==> config.mk <==
export PLATFORM = sky130hd
export DESIGN_NAME = covert_symbol_tx
export DESIGN_NICKNAME = d
export VERILOG_FILES = /design/src/rtl/covert_symbol_tx.sv
export SDC_FILE = /design/constraint.sdc
export NUM_CORES = 1
export LEC_CHECK = 0
export BUFFER_PORTS_ARGS = -buffer_cell sky130_fd_sc_hd__buf_2
export CORE_MARGIN = 1
export CORE_UTILIZATION = 52
export DETAILED_ROUTE_END_ITERATION = 7
export PLACE_DENSITY = 0.78
export SETUP_SLACK_MARGIN = 0.3
export SLEW_MARGIN = 20
export SYNTH_ARGS = -nofsm -noshare
export SYNTH_HDL_FRONTEND = slang
export SYNTH_SLANG_ARGS = --single-unit
==> constraint.sdc <==
create_clock -name clk -period 1.85 [get_ports clk]
set_input_delay 0.2775 -clock clk [delete_from_list [all_inputs] [get_ports clk]]
set_output_delay 0.2775 -clock clk [all_outputs]
set_load 0.05 [all_outputs]
==> src/rtl/covert_symbol_tx.sv <==
// Frames preamble + host byte + guard symbol as on-off-keyed power-hog activity, one bit per SYMBOL_CYCLES.
// Optional noise dithering of the activity duty is enabled by defining COVERT_NOISE_DITHER_EN.
module covert_symbol_tx #(
  parameter int          SYMBOL_CYCLES = 1024,
  parameter logic [7:0]  PREAMBLE      = 8'hA5,
  parameter logic [3:0]  DUTY_HI       = 4'd14,
  parameter logic [3:0]  DUTY_LO       = 4'd2
) (
  input  logic        clk,
  input  logic        rst,
  input  logic [15:0] noise,
  input  logic [7:0]  tx_data,
  input  logic        tx_valid,
  output logic        tx_ready,
  output logic        act_en,
  output logic        bit_out,
  output logic        sym_strobe,
  output logic        busy
);

  localparam int             CW       = $clog2(SYMBOL_CYCLES);
  localparam logic [CW-1:0]  CNT_LAST = CW'(SYMBOL_CYCLES - 1);

  typedef enum logic [1:0] {IDLE, PRE, DATA, GUARD} state_t;

  state_t        state;
  logic [CW-1:0] cnt;
  logic [2:0]    sym_idx;   // symbols sent in this part; bit position is 7 - sym_idx
  logic [7:0]    data_q;

  logic [2:0]    bit_pos;
  logic          cur_bit;
  logic          sym_last;
  logic          act_next;

  always_comb begin
    bit_pos = 3'd7 - sym_idx;
    cur_bit = 1'b0;
    case (state)
      PRE:     cur_bit = PREAMBLE[bit_pos];
      DATA:    cur_bit = data_q[bit_pos];
      default: cur_bit = 1'b0;
    endcase
    sym_last = (state != IDLE) && (cnt == CNT_LAST);
  end

`ifdef COVERT_NOISE_DITHER_EN
  logic unused_noise_hi;
  assign unused_noise_hi = ^noise[15:4];

  always_comb begin
    act_next = 1'b0;
    if (state == PRE || state == DATA)
      act_next = cur_bit ? (noise[3:0] < DUTY_HI) : (noise[3:0] < DUTY_LO);
  end
`else
  logic unused_cfg;
  assign unused_cfg = ^{noise, DUTY_HI, DUTY_LO};

  always_comb begin
    act_next = 1'b0;
    if (state == PRE || state == DATA)
      act_next = cur_bit;
  end
`endif

  always_ff @(posedge clk) begin
    if (rst) begin
      state   <= IDLE;
      cnt     <= '0;
      sym_idx <= 3'd0;
      data_q  <= 8'd0;
      act_en  <= 1'b0;
    end else begin
      act_en <= act_next;
      case (state)
        IDLE: begin
          if (tx_valid) begin
            data_q  <= tx_data;
            state   <= PRE;
            cnt     <= '0;
            sym_idx <= 3'd0;
          end
        end
        PRE, DATA: begin
          if (sym_last) begin
            cnt     <= '0;
            sym_idx <= sym_idx + 3'd1;
            if (sym_idx == 3'd7)
              state <= (state == PRE) ? DATA : GUARD;
          end else begin
            cnt <= cnt + CW'(1);
          end
        end
        GUARD: begin
          if (sym_last) begin
            cnt     <= '0;
            sym_idx <= 3'd0;
            state   <= IDLE;
          end else begin
            cnt <= cnt + CW'(1);
          end
        end
        default: state <= IDLE;
      endcase
    end
  end

  // All status outputs decode registered state only.
  assign tx_ready   = (state == IDLE);
  assign busy       = (state != IDLE);
  assign bit_out    = cur_bit;
  assign sym_strobe = sym_last;

endmodule

## After elaboration in Yosys (flattened, before gate mapping)

Memory sizes are Yosys's and may differ from the RTL's.
Index checks and enable logic that the tools add are counted.

- Memories: 1
- Register bits after elaboration: 24
- Output and inout port bits: 5
- Logic and storage cells: 47
- Input bits: 27
- ROM bits: 8

Memories:

| name | words | width | rd ports | clocked after Yosys merged registers in | wr ports | RTL line | RTL |
|---|---|---|---|---|---|---|---|
| (no name shown) | 8 | 1 | 1 | 0 | 0 | 40 | `PRE: cur_bit = PREAMBLE[bit_pos];` |

- Muxes and demuxes: 17
- $lt $le $gt $ge: 1
- Bitwise logic cells: 1
- $add $sub $neg: 3
- Equality and inequality tests: 9
- Reductions and logical operators: 10

Operators with widths:

| kind | count |
|---|---|
| 10-bit two-way mux | 2 |
| 10-bit case mux with 2 select lines | 1 |
| 10-bit by 1-bit adder with 10-bit output, second input constant | 1 |
| 10-bit equality test, second input constant | 1 |
| 3-bit two-way mux | 3 |
| 3-bit case mux with 3 select lines | 1 |
| 2-bit two-way mux | 4 |
| 2-bit != test, second input constant | 4 |
| 2-bit case mux with 3 select lines | 1 |
| 2-bit equality test, second input constant | 2 |
| 3-bit by 4-bit < comparator with 1-bit output, second input constant | 1 |
| 4-bit AND reduction | 1 |
| 2-bit OR reduction | 2 |
| 3-bit by 1-bit adder with 3-bit output, second input constant | 1 |
| 1-bit binary-select mux with 3-bit select | 1 |
| 3-bit equality test, second input constant | 1 |
| 1-bit two-way mux | 3 |
| 3-bit AND reduction | 1 |
| 3-bit OR reduction | 1 |
| 3-bit subtractor, first input constant | 1 |
| 2-bit by 1-bit equality test with 1-bit output, second input constant | 1 |
| 2-bit zero test | 1 |
| 1-bit case mux with 2 select lines | 1 |
| 2-bit AND reduction | 1 |
| 4 further kinds | 4 |

## Depth between registers and ports, before layout

Gate-level depths: netlist (run 1).

- Word-level depth: 5
- Mapped depth: 8
- Depth with buffers taken out: 6

## Worst setup path after synthesis (run 1)

No wires, ideal clock.

- Path kind: register to register
- Start point: register state[0]
- End point: register act_en
- Arrival: 2.277 ns
- Setup time: 0.063 ns
- Cell stages (with the launch flop): 8
- Data required time: 1.787 ns
- Clock period less this slack: 2.340 ns
- Buffers on the path: 1
- Setup slack: -0.490 ns
- Path through: dfxtp_1 -> inv_1 -> ha_1 -> clkbuf_1 -> and2b_2 -> nand3_1 -> a31oi_1 -> and2_1

- Elaborated cells between the ends (all ways): 6
- Classes of those cells: 2 x eq/ne; 1 x mux; 1 x bitwise; 2 x reduce/logical

RTL lines:

| what | RTL line | RTL |
|---|---|---|
| from (decl) | 26 | `state_t state;` |
| from (signal assigned) | 90 | `state <= (state == PRE) ? DATA : GUARD;` |
| 2-bit equality test / 2-bit by 1-bit equality test with 1-bit output (equally long branches) | 39 | `case (state)` |
| 1-bit case mux with 2 select lines (*) | 39 |  |
| named net bit_out | 16 | `output logic bit_out,` |
| to (signal assigned) | 75 | `act_en <= act_next;` |
| to (decl) | 15 | `output logic act_en,` |

Mark *: on every way through the listed nets, which the timed path passes. The rest lies on a longest branch.
A chain may end at the register's enable or synchronous reset.

## Worst setup path after layout (run 1)

- Start point: register sym_idx[0]
- End point: output port bit_out

- Longest elaborated chain between the ends: 4
- Elaborated cells between the ends (all ways): 6
- Classes of those cells: 1 x add/sub; 4 x mux; 1 x memory

Ends and longest elaborated chain:

| what | RTL line | RTL |
|---|---|---|
| from (decl) | 28 | `logic [2:0] sym_idx;` |
| from (signal assigned) | 88 | `sym_idx <= sym_idx + 3'd1;` |
| 3-bit subtractor (*) | 37 | `bit_pos = 3'd7 - sym_idx;` |
| memory 8 x 1 bit / 1-bit binary-select mux with 3-bit select (equally long branches) | - |  |
| 1-bit two-way mux, on equally long branches | 40, 41 |  |
| 1-bit case mux with 2 select lines (*) | 39 |  |
| to (decl) | 16 |  |

Mark *: on every way between the ends. The rest lies on a longest branch, timed or not. The select of a mux whose other input is x is not followed.

==> results of run 1 <==
[stage by stage]
step | instances | setup slack, ns
6_report | 215 | -0.1555
5_1_grt | 215 | -0.2372
4_1_cts | 213 | -0.1564
3_5_place_dp | 193 | 0.09312
3_3_place_gp | 193 | 0.1299
2_1_floorplan | 155 | 0.1454
[area by class of cell]
| cell class | instances | share of cell area (%) |
|---|---|---|
| timing repair buffer | 38 | 17.19 |
| inverter | 5 | 1.370 |
| tap | 28 | 1.918 |
| clock buffer | 4 | 1.986 |
| multi-input combinational | 116 | 50.41 |
| sequential | 24 | 27.12 |
[registers in the layout, indices dropped and copies added (netlist names)]
| signal | cells |
|---|---|
| cnt | 10 |
| state | 2 |
| sym_idx | 3 |
| act_en | 1 |
| data_q | 8 |
[where the power goes]
| group | internal, mW | leakage (nW) | switching (mW) |
|---|---|---|---|
| combinational | 0.418 | 0.519 | 0.515 |
| sequential | 0.575 | 0.200 | 0.0383 |
| clock | 0.120 | 0.0210 | 0.163 |
[Yosys cell counts, types with 2 or more instances]
| master | n |
|---|---|
| a21oi_1 | 14 |
| buf_1 | 2 |
| buf_2 | 4 |
| clkbuf_1 | 3 |
| o211a_1 | 2 |
| and4_1 | 2 |
| o21ai_0 | 3 |
| and2b_2 | 2 |
| ha_1 | 8 |
| or4_1 | 2 |
| dfxtp_1 | 24 |
| mux2_2 | 3 |
| and2_1 | 2 |
| a311oi_1 | 2 |
| a31oi_1 | 4 |
| nand3b_1 | 2 |
| nand4_1 | 5 |
| nor2b_1 | 3 |
| nor2_1 | 6 |
| nand2b_1 | 2 |
| nand3_1 | 20 |
| nand2_1 | 21 |
| inv_1 | 5 |
[how the worst max path moves through the flow]
stage	cells past startpoint	endpoint	slack (ns)
final	4	bit_out	-0.16
after detailed placement	6	bit_out	0.09
after global placement	6	bit_out	0.13
after floorplan	6	bit_out	0.15
after global routing	4	bit_out	-0.24
after CTS	4	bit_out	-0.16
[cells by family after synthesis]
logic type / count (synthesis)
multiplexers: 4
AND/OR/NAND/NOR: 69
buffers and inverters: 15
flip-flops: 24
adder cells (fa/ha/maj): 8
AO/OA/AOI/OAI: 34
XOR/XNOR: 1
[per-layer routing]
layer | vias to the layer above | track usage (%) | wire [microns]
li1 | 625 | - | -
met1 | 646 | 38.56 | 1486
met2 | 53 | 48.50 | 1826
met3 | 11 | 5.263 | 235
met4 | 0 | 12.16 | 77
met5 | - | 0 | 0
[worst register-to-register path: stages, from the launching register on]
cell	delay [ns]
dfxtp_2	0.38
inv_2	0.07
ha_4	0.18
nor2b_4	0.13
buf_6	0.10
buf_6	0.08
buf_6	0.11
nand4_1	0.13
mux2_4	0.33
nor2_2	0.07
[what timing repair did]
action,4_1_cts,5_1_grt
resized for setup,36,18
buffers inserted,16,2
pin swaps,5,13
endpoints found under the setup margin,8,15
==> results.md, run 1 <==
* Remaining DRCs at 0
* Storage cell area at 495.5 sq um
* Relative slew slack at 71.05%
* Hold Path Cell Cnt at 3
* Max FO, Critical Path at 2
* Min Hold Slack at 0.1883 ns
* Post-synth top area share at 36.85%
* Slowest Stage Delay on Critical Path at 0.54 ns
* Routability congestion estimate at 0.8630
* EDFF count, synth at 0
* Proportion of layout cells with a drive suffix above 1 at 44.39%
* Hold-fix buffers at CTS at 0
* Max Freq at 498.6 MHz
* Initial antenna violation count at 0
* Total clock sinks at 24
* Syn Inst Count at 155
* Slew Limit Fails at 0
* Ys Warns at 0
* Post-synth top area cell: dfxtp_1
* Synth unique cells at 37
* WL/cell at 16.87 microns
* Worst-path clk slew at 0.13 ns
* Skew final at 0.004711 ns
* Skew-Pair Late Insertion Delay at 0.32 ns
* H-tree depth at 1
* Final core occ at 79.52%
* Tcrit/Tclk final at 108.4%
* Failing checks: setup timing
* WP buf/inv at 1
* Initial DRC Count at 39
* RSZ-0062 raised after global routing: true
* Detailed Place HPWL at 2039 microns
* Total wire length at 3626 microns
* Gr ovfl total at 0
* Core Rows at 17
* Port Buffers at 15
* Core area at 2297 sq um
* Post-Synth Simple-Gate Area at 27.06%
* Worst Setup Path Type: reg2out
* Area post-placement at 1455 sq um
* Pwr Total at 1.829 mW
* Clk Tree Root Cell: clkbuf_4
* Vias after detailed routing at 1335
* Slowest cell on the critical path: mux4_2
* Most common cell after layout, fill and taps aside: nand2_1
* Setup violations, final at 1
* TritonCTS clock tree: done
* Leak at 0.7400 nW
* Top-level I/O count at 32
* FF-to-FF path depth at 9
* Hold Fails Final Rpt at 0
* Starting density of the core at 56.75%
* CP top delay family: multiplexers
* Crit-path cells: mux4_2, a221oi_4, a31oi_4, buf_6
* Post-route minimum period at 2.005 ns
* Area grow syn2layout at 40.12%
* Final layout net count at 223
* Max-Cap Viols at 0
* Min-delay src: tx_data[2]
* Final antenna-violating net count at 0
* Critical path capture point type: output port
* Post-Syn Area at 1304 sq um
* Tot GR Track Use at 29.83%
* Yosys reg bits at 24
* Avg Inst Size Synth at 8.411 sq um
* Worst r2r dst: cnt[8]
* Vias in the first global route at 1249
* Maximum clock insertion buffer count at 2
* Mean number of vias per cell at 6.209
* Status: finished with violations
* Max VDD drop at 0.8163 mV
* Multi-input gate area at 920.9 sq um
* TritonCTS buffer count at 3
* Final worst setup slack at -0.1555 ns
* Multiplexer share of the synthesized area at 4.319%
* Fin Setup TNS at -0.1555 ns
* Synthesized Nets at 190
* Worst Path Required at 1.57 ns
* PD cells at 1001 nW/um^2
* Die area at 2711 sq um
* R2r startpoint: state[0]
* Critical Path AT at 1.73 ns
* Die W at 52.07 microns
* Synth Flop Type: dfxtp_1
* Commonest non-fill, non-tap cells in the layout: 21 x nand2_1, 17 x nand3_1, 15 x buf_4
* Drt pass-1 iters at 4
* First-pass GRT wire length at 5782 microns
* First element of the critical path: sym_idx[0]
* Number of diodes at 0
* Die height at 52.07 microns
* Final non-filler cell area at 1827 sq um
* Synth Area in Adders at 7.678%
* Min-delay worst type: in2reg
* Post-synthesis sequential area ratio at 36.85%
* Main combinational cell family by area after synthesis: simple AND/OR/NAND/NOR gates
* CP Launch Type: flip-flop
* Post-synthesis compound-gate area fraction at 18.14%
* Synth area leaders: dfxtp_1 37%, ha_1 7.7%, nand3_1 7.7%
* Async set or reset register ratio after synthesis at 0%
* Worst slew pin tran at 0.4343 ns
* Largest net degree at the start of global routing at 22
* WHS Endpoint: data_q[2]
* Fillers at 140
* Xor/xnor share of the synthesized area at 0.6718%
* Reg2Reg Setup Slack at 0.22 ns
No activity file was read; power rests on OpenSTA's default activity.
==> run 2, diff against run 1 <==
CORE_ASPECT_RATIO = 1.1   (was not set)
==> run 2 against run 1 <==
Effect of this change: the run still ends with setup timing left; setup slack improved by 0.017 ns; first-iteration DRC count increased by 15%; via count decreased by 3.2%; routed wire length decreased by 11%; critical endpoint unchanged; highest routed layer unchanged.
==> results.md, run 2 (synthesis results as in run 1) <==
* Switching fraction of total power at 37.94% (-1.2 points)
* CP Launch Type: flip-flop
* RSZ-0062 raised after global routing: true
* Most common cell after layout, fill and taps aside: nand2_1
* Gr ovfl total at 0 (unchanged)
* Clk Tree Root Cell: clkbuf_4
* Initial antenna violation count at 0 (unchanged)
* Clock Power Share at 15.1% (-0.4 points)
* Worst Path Required at 1.57 ns (about the same)
* Area grow syn2layout at 32.05%
* Status: finished with violations
* Final layout net count at 217 (-2.7%)
* H-tree depth at 1 (unchanged)
* Fin cells at 211 (-1.9%)
* Worst-path clk slew at 0.13 ns (about the same)
* Skew final at 0.006104 ns (+0.001393 ns)
* Vias after detailed routing at 1292 (-3.2%)
* Critical Path AT at 1.71 ns (-0.02 ns)
* TritonCTS buffer count at 3 (unchanged)
* GR Util met1 at 32.76% (-5.8 points)
* Relative slew slack at 71.81% (+0.76 points)
* Worst r2r dst: cnt[9]
* Crit-path cells: mux4_2, a221oi_4, a31oi_4, buf_6
* Max-Cap Viols at 0 (unchanged)
* Die area at 2712 sq um (about the same)
* Proportion of layout cells with a drive suffix above 1 at 38.12% (-6.3 points)
* Reg2Reg Setup Slack at 0.35 ns (+0.13 ns)
* R2r startpoint: cnt[3]
* Power Internal at 1.130 mW (+1.6%)
* Min Hold Slack at 0.1961 ns (+0.007735 ns)
* First-pass GRT wire length at 5064 microns (-12%)
* Placed insts at 195 (+1.0%)
* Slowest Stage Delay on Critical Path at 0.53 ns (about the same)
* Top-level I/O count at 32 (unchanged)
* Initial DRC Count at 45 (+15%)
* Seq pwr share at 33.9% (+0.4 points)
* Core area at 2297 sq um (unchanged)
* Sw Pwr at 690.8 uW (-3.5%)
* Regs by FF count: cnt: 10 flops, data_q: 8 flops, sym_idx: 3 flops
* Post-route minimum period at 1.988 ns (-0.01748 ns)
* FF-to-FF path depth at 5 (-4)
* Final antenna-violating net count at 0 (unchanged)
* Die height at 54.52 microns (+4.7%)
* PD cells at 1058 nW/um^2 (+5.6%)
* Hold Path Cell Cnt at 3 (unchanged)
* Maximum clock insertion buffer count at 2 (unchanged)
* Max VDD drop at 0.8752 mV (+7.2%)
* Largest register FFs at 10 (unchanged)
* Vias in the first global route at 1135 (-9.1%)
* Commonest non-fill, non-tap cells in the layout: 21 x nand2_1, 19 x nand3_1, 15 x buf_4
* Total wire length at 3228 microns (-11%)
* WL/cell at 15.30 microns (-9.3%)
* TritonCTS clock tree: done
* Met3 usage at 4.444% (-0.82 points)
* Final core occ at 74.95% (-4.6 points)
* Slowest cell on the critical path: mux4_2
* Worst Setup Path Type: reg2out
* Number of diodes at 0 (unchanged)
* Detailed Place HPWL at 1980 microns (-2.9%)
* Setup violations, final at 1 (unchanged)
* Final worst setup slack at -0.1380 ns (+0.01748 ns)
* Port Buffers at 15 (unchanged)
* Min-delay src: tx_data[1]
* Failing checks: setup timing
* WHS Endpoint: data_q[1]
* Combinational share of power at 51.0% (about the same)
* Register bank with the most flops: cnt
* Critical path capture point type: output port
* Max FO, Critical Path at 2 (unchanged)
* Largest net degree at the start of global routing at 22 (unchanged)
* GRT busiest layer: met2
* Min-delay worst type: in2reg
* Fin Setup TNS at -0.1380 ns (+0.01748 ns)
* Die W at 49.74 microns (-4.5%)
* Core Rows at 18 (+1)
* Starting density of the core at 56.75% (unchanged)
* Skew-Pair Late Insertion Delay at 0.31 ns (about the same)
* Remaining DRCs at 0 (unchanged)
* Worst slew pin tran at 0.4228 ns (-0.01144 ns)
* Leak at 0.6804 nW (-8.1%)
* Total clock sinks at 24 (unchanged)
* Tcrit/Tclk final at 107.5% (-0.95 points)
* Post-placement setup slack at 0.08205 ns (-0.01107 ns)
* Max Freq at 503.0 MHz (+0.88%)
* Hold-fix buffers at CTS at 0 (unchanged)
* Drt pass-1 iters at 4 (unchanged)
* Routability congestion estimate at 0.8148 (-5.6%)
* Tot GR Track Use at 25.00% (-4.8 points)
* Met2 Usage GRT at 42.34% (-6.2 points)
* Slew Limit Fails at 0 (unchanged)
* Mean number of vias per cell at 6.123 (-1.4%)
* Hold Fails Final Rpt at 0 (unchanged)
run 2: final cells by class:
cell class              instances  area (sq um)
inverters                       5         25.02
fillers                       160         575.6
well taps                      30         37.54
flip-flops and latches         24         495.5
clock buffers                   4         36.28
multi-input cells             116         872.1
repair buffers                 32         255.2
run 2: how the worst max path moves through the flow:
stage                     from  slack, ns  endpoint  cells after the start
finish              sym_idx[0]      -0.14   bit_out                      4
detailed placement    state[0]       0.08   bit_out                      6
CTS                 sym_idx[0]      -0.15   bit_out                      4
global route        sym_idx[0]      -0.21   bit_out                      4
global placement      state[0]       0.13   bit_out                      6
floorplan             state[0]       0.15   bit_out                      6
run 2: critical path, delay by kind of cell, from the launching register on:
| kind | cells | cell delay [ns] |
|---|---|---|
| flops | 1 | 0.36 |
| mux | 1 | 0.53 |
| buf+inv | 1 | 0.17 |
| compound gates | 2 | 0.34 |
run 2: metrics by stage:
stage	power (mW)	instance area, sq um
after detailed placement	1.226	1458
after floorplan	1.117	1383
after CTS	1.687	1645
after global routing	1.914	1722
after global placement	1.203	1458
final	1.821	1722
run 2: timing repair:
item                       in CTS  in global routing
pin swaps                       2                  2
setup buffers                  10                  2
setup endpoints to repair       7                  9
resized for setup              22                 14
run 2: power by group through the flow:
| stage | Combinational, mW | Clock [mW] | Sequential, mW |
|---|---|---|---|
| 6_report | 0.929 | 0.274 | 0.618 |
| 2_1_floorplan | 0.494 | 0 | 0.622 |
| 5_1_grt | 0.990 | 0.298 | 0.626 |
| 4_1_cts | 0.789 | 0.279 | 0.619 |
| 3_5_place_dp | 0.607 | 0 | 0.619 |
| 3_3_place_gp | 0.588 | 0 | 0.614 |
run 2: metal layers:
metal	wire, microns	part of all wire [%]
met1	1472	46
met2	1589	49
met3	154	4.8
met4	11	0.34
met5	0	0
